## src/rtl/addsub_seq_unit.sv

```systemverilog
// Sequential adder/subtractor: CHUNK bits per cycle with ripple carry held in a register,
// optional signed saturation and an internal accumulator that can stand in for operand X.
module addsub_seq_unit #(
   parameter int W     = 8,
   parameter int CHUNK = 2,
   parameter int SAT   = 0
) (
   input  logic         clk,
   input  logic         rst,
   input  logic         in_valid,
   output logic         in_ready,
   input  logic         op_sub,
   input  logic         acc_mode,
   input  logic [W-1:0] x,
   input  logic [W-1:0] y,
   output logic         out_valid,
   input  logic         out_ready,
   output logic [W-1:0] s,
   output logic         cout,
   output logic         ovf,
   output logic         busy
);

   localparam int  N      = (CHUNK > 0) ? W / CHUNK : 1;
   localparam int  IW     = (N > 1) ? $clog2(N) : 1;
   localparam bit  SAT_EN = (SAT != 0);

   generate
      if (W < 2 || CHUNK < 1 || (W % CHUNK) != 0) begin : g_param_err
         $error("addsub_seq_unit: W must be >= 2 and an integer multiple of CHUNK");
      end
   endgenerate

   typedef enum logic [1:0] {
      IDLE = 2'd0,
      CALC = 2'd1,
      DONE = 2'd2
   } state_t;

   state_t          state_q, state_d;
   logic [W-1:0]    a_q, a_d;
   logic [W-1:0]    b_q, b_d;
   logic            carry_q, carry_d;
   logic [IW-1:0]   idx_q, idx_d;
   logic [W-1:0]    sum_q, sum_d;
   logic [W-1:0]    acc_q, acc_d;
   logic [W-1:0]    s_q, s_d;
   logic            cout_q, cout_d;
   logic            ovf_q, ovf_d;

   logic [CHUNK-1:0] a_slices [N];
   logic [CHUNK-1:0] b_slices [N];
   logic [CHUNK-1:0] a_sl, b_sl;
   logic [CHUNK:0]   sl_sum;
   logic [W-1:0]     raw_sum;
   logic [W-1:0]     sat_val;
   logic             ovf_raw;
   logic             last_slice;

   genvar gi;
   generate
      for (gi = 0; gi < N; gi++) begin : g_slice
         assign a_slices[gi] = a_q[gi*CHUNK +: CHUNK];
         assign b_slices[gi] = b_q[gi*CHUNK +: CHUNK];
      end
   endgenerate

   // Datapath for the slice currently being processed; raw_sum already includes it.
   always_comb begin
      a_sl       = a_slices[idx_q];
      b_sl       = b_slices[idx_q];
      sl_sum     = {1'b0, a_sl} + {1'b0, b_sl} + {{CHUNK{1'b0}}, carry_q};
      raw_sum    = sum_q;
      raw_sum[int'(idx_q)*CHUNK +: CHUNK] = sl_sum[CHUNK-1:0];
      ovf_raw    = (a_q[W-1] == b_q[W-1]) && (raw_sum[W-1] != a_q[W-1]);
      sat_val    = a_q[W-1] ? {1'b1, {(W-1){1'b0}}} : {1'b0, {(W-1){1'b1}}};
      last_slice = (idx_q == IW'(N-1));
   end

   always_comb begin
      state_d = state_q;
      a_d     = a_q;
      b_d     = b_q;
      carry_d = carry_q;
      idx_d   = idx_q;
      sum_d   = sum_q;
      acc_d   = acc_q;
      s_d     = s_q;
      cout_d  = cout_q;
      ovf_d   = ovf_q;
      case (state_q)
         IDLE: begin
            if (in_valid) begin
               a_d     = acc_mode ? acc_q : x;
               b_d     = y ^ {W{op_sub}};
               carry_d = op_sub;
               idx_d   = '0;
               sum_d   = '0;
               state_d = CALC;
            end
         end
         CALC: begin
            sum_d   = raw_sum;
            carry_d = sl_sum[CHUNK];
            idx_d   = idx_q + 1'b1;
            if (last_slice) begin
               idx_d   = '0;
               cout_d  = sl_sum[CHUNK];
               ovf_d   = ovf_raw;
               s_d     = (SAT_EN && ovf_raw) ? sat_val : raw_sum;
               state_d = DONE;
            end
         end
         DONE: begin
            // Result registers stay frozen until the consumer takes them.
            if (out_ready) begin
               acc_d   = s_q;
               state_d = IDLE;
            end
         end
         default: state_d = IDLE;
      endcase
   end

   always_ff @(posedge clk) begin
      if (rst) begin
         state_q <= IDLE;
         a_q     <= '0;
         b_q     <= '0;
         carry_q <= 1'b0;
         idx_q   <= '0;
         sum_q   <= '0;
         acc_q   <= '0;
         s_q     <= '0;
         cout_q  <= 1'b0;
         ovf_q   <= 1'b0;
      end else begin
         state_q <= state_d;
         a_q     <= a_d;
         b_q     <= b_d;
         carry_q <= carry_d;
         idx_q   <= idx_d;
         sum_q   <= sum_d;
         acc_q   <= acc_d;
         s_q     <= s_d;
         cout_q  <= cout_d;
         ovf_q   <= ovf_d;
      end
   end

   assign in_ready  = (state_q == IDLE);
   assign out_valid = (state_q == DONE);
   assign busy      = (state_q != IDLE);
   assign s         = s_q;
   assign cout      = cout_q;
   assign ovf       = ovf_q;

endmodule

```

## config.mk

```make
export PLATFORM = sky130hd
export DESIGN_NAME = addsub_seq_unit
export DESIGN_NICKNAME = d
export VERILOG_FILES = /design/src/rtl/addsub_seq_unit.sv
export SDC_FILE = /design/constraint.sdc
export NUM_CORES = 1
export LEC_CHECK = 0
export CAP_MARGIN = 0
export CORE_UTILIZATION = 45
export CTS_BUF_LIST = sky130_fd_sc_hd__clkbuf_8
export CTS_CLUSTER_SIZE = 10
export DETAILED_ROUTE_END_ITERATION = 10
export PLACE_DENSITY = 0.68
export RECOVER_POWER = 100
export SLEW_MARGIN = 20
export SYNTH_ARGS = -nofsm -noshare
export SYNTH_HDL_FRONTEND = slang
export SYNTH_SLANG_ARGS = --single-unit
```

## constraint.sdc

```tcl
create_clock -name clk -period 7.5 [get_ports clk]
set_clock_uncertainty 0.05 [all_clocks]
set_input_delay 0.75 -clock clk [delete_from_list [all_inputs] [get_ports clk]]
set_output_delay 0.75 -clock clk [all_outputs]
set_load 0.02 [all_outputs]
```

==> reports/qor.yml <==
relSlewSlack_pct: 7.61
fmax_mhz: 301
p_total_uw: 535
synthesis.instances: 230
wl_mm: 4.75
grt_overflow_total: 0
worst_slack_ns: 4.18
hp-class: "register to register"
layoutNonFillerInstCount: 322
intPower_uw: 401
clk_latency_ns: 0.30
seqPwrFrac_pct: 51.0
worstSetupEndpointType: "register"
port_buffers: 34
status: "finished, final reports clean"
dp_cells: 315
p_sw_share_pct: 25.2
crit_required_ns: 7.64
pwr-share-comb_pct: 15.6
die_w_um: 73.7
clk_pin_slew_worst_paths_ns: 0.08
critPathMaxFanout: 14
rsz0062_at_grt: "false"
synth_cell_types: 36
grt_usage_pct: 19.1
vias_per_cell: 5.44
ys_warn_count: 0
fin_crit_ns: 3.32
dpl_worst_slack_ns: 4.22
ir_worst_vdd_uv: 130
grt_max_degree: 50
cts_setup_buffers: 0
cts.sinks: 47
grt_pass1_wl_mm: 7.77
dr.pass1.iters: 4
worstMarginPinSlew_ns: 1.39
dp_hpwl_mm: 3.16
drt-initial-drc-count: 76
seq_area_frac_synth_pct: 40.7
boundaryPins: 35
cellLeakagePower_uw: 0.00103
die_area_um2: 5430
finalSetupTns_ns: 0
drive_above_1_share_pct: 7.84
grt_pass1_vias: 1639
core_area_um2: 4850
drv_slew: 0
finalCritPeriodShare_pct: 44.3
rows: 25
antenna_found_initial: 0
root_buffer: "clkbuf_8"
power_density_nw_per_um2: 197
hold_viol: 0
detail_route.wl_per_cell_um: 14.7
synth_area_um2: 2310
ys_ff_latch: 47
synth_nets: 260
setup_violations: 0
drt.antenna.violating_nets: 0
vias: 1753
fp.dieH_um: 73.7
cap_viol_max_count: 0
p_sw_uw: 135
cts.path.max_buffers: 2
htreeDepth: 2
syn_area_per_cell_um2: 10.1
floorplan.initialDensity_pct: 47.7
cts.hold.buffers_added: 0
holdWs_ns: 0.447
fin_nets: 285
drc_errors: 0
cts_tree: "done"
n_antenna_cell: 0
post_cts_resized: 0
startpoint_type: "register"
path_class: "register to register"
area_growth_pct: 17.7
power_frac_clock_pct: 33.4
numCtsBuffers: 5
cp.arrival_ns: 3.47
place.gp.congestion: 0.753
cells by family after synthesis:
family | count (synthesis) | share of synthesized area [%]
fa+ha+maj | 8 | 4.98
xor+xnor | 8 | 3.03
buf+inv | 21 | 4.65
compound gates | 48 | 17.4
mux | 22 | 11.7
simple gates | 76 | 17.6
flops | 47 | 40.7
cell usage in the layout, fill, tap and decap left out, types with 3 or more instances in the layout:
cell type,instances
a211oi_1,14
a21oi_1,12
a311oi_1,12
a311oi_2,4
and3b_1,3
clkbuf_8,5
clkdlybuf4s50_1,18
dfxtp_1,47
dlygate4sd3_1,15
ha_1,6
inv_1,4
mux2i_1,18
mux4_2,4
nand2b_1,10
nand3_1,6
nor2_1,36
nor2b_1,5
xnor2_1,8
worst max-delay path: stages, from the launching register on:
cell and delay (ns):
dfxtp_1 0.66, mux4_2 0.59, fa_1 0.42, fa_1 0.52, nor4bb_1 0.52, nand2_1 0.16, a311oi_1 0.30
final timing paths:
| path | start | to | slack, ns | cells after the start |
|---|---|---|---|---|
| hold reg to reg | cout | cout | 0.45 | 2 |
| hold / removal | cout | cout | 0.45 | 2 |
| setup reg to reg | idx_q[0] | sum_q[7] | 4.18 | 6 |
| setup / recovery | idx_q[0] | sum_q[7] | 4.18 | 6 |
per-layer routing:
layer / up-vias / wire, um / global-route usage [%]
met1: 817 / 2300 / 24.9
met2: 49 / 2170 / 31.8
met3: 5 / 215 / 3.70
met4: 0 / 55 / 5.77
li1: 882 / - / -
met5: - / 0 / 0
cell type report:
class                           instances  area [um2]
Inverter                                4        15.0
Tap cell                               67        83.8
Multi-Input combinational cell        162        1240
Fill cell                             443        2120
Clock inverter                          2        37.5
Timing Repair Buffer                   35         339
Sequential cell                        47         941
Clock buffer                            5        68.8
state kept, by name (all words and copies together), names as in the netlist:
name	count
a_q	8
acc_q	8
b_q	8
s	8
sum_q	8
idx_q	2
state_q	2
carry_q	1
cout	1
ovf	1
power groups by stage:
stage	Clock, uW	Combinational (uW)	Sequential (uW)
after floorplan	0	64.9	274
after global placement	0	83.6	279
after detailed placement	0	84.9	279
after CTS	183	85.8	273
after global routing	193	93.1	275
final	179	83.5	273
cell usage after synthesis:
master | count | area [um2]
nand3_1 | 6 | 30.0
a22oi_1 | 1 | 7.51
fa_1 | 2 | 40.0
nand2_1 | 2 | 7.51
mux2i_1 | 18 | 180
a21oi_1 | 12 | 60.1
xnor2_1 | 8 | 70.1
ha_1 | 6 | 75.1
nor3b_4 | 1 | 18.8
and2_1 | 1 | 6.26
or2_2 | 1 | 6.26
nor3b_1 | 1 | 7.51
inv_1 | 4 | 15.0
clkbuf_1 | 4 | 15.0
and3b_1 | 3 | 26.3
a211oi_1 | 13 | 97.6
a211oi_2 | 3 | 37.5
nand3b_1 | 2 | 15.0
nor4bb_1 | 1 | 10.0
a311oi_1 | 10 | 87.6
nand4_1 | 2 | 12.5
o21ai_0 | 1 | 5.00
clkbuf_2 | 1 | 5.00
o211ai_1 | 1 | 7.51
nor2_1 | 36 | 135
buf_4 | 5 | 37.5
o221ai_1 | 1 | 8.76
nor2b_1 | 6 | 37.5
nand4b_1 | 2 | 17.5
a311oi_2 | 6 | 90.1
buf_2 | 7 | 35.0
mux4_2 | 4 | 90.1
or3b_1 | 1 | 8.76
nand2b_1 | 10 | 62.6
dfxtp_1 | 47 | 941
or3_1 | 1 | 6.26
metrics by stage:
step | cell area [um2] | util, %
floorplan | 2310 | -
global placement | 2650 | 54.6
detailed placement | 2650 | 54.6
CTS | 2750 | 56.8
global route | 2720 | 56.2
finish | 2720 | 56.2
Power figures use the tool's default switching activity.
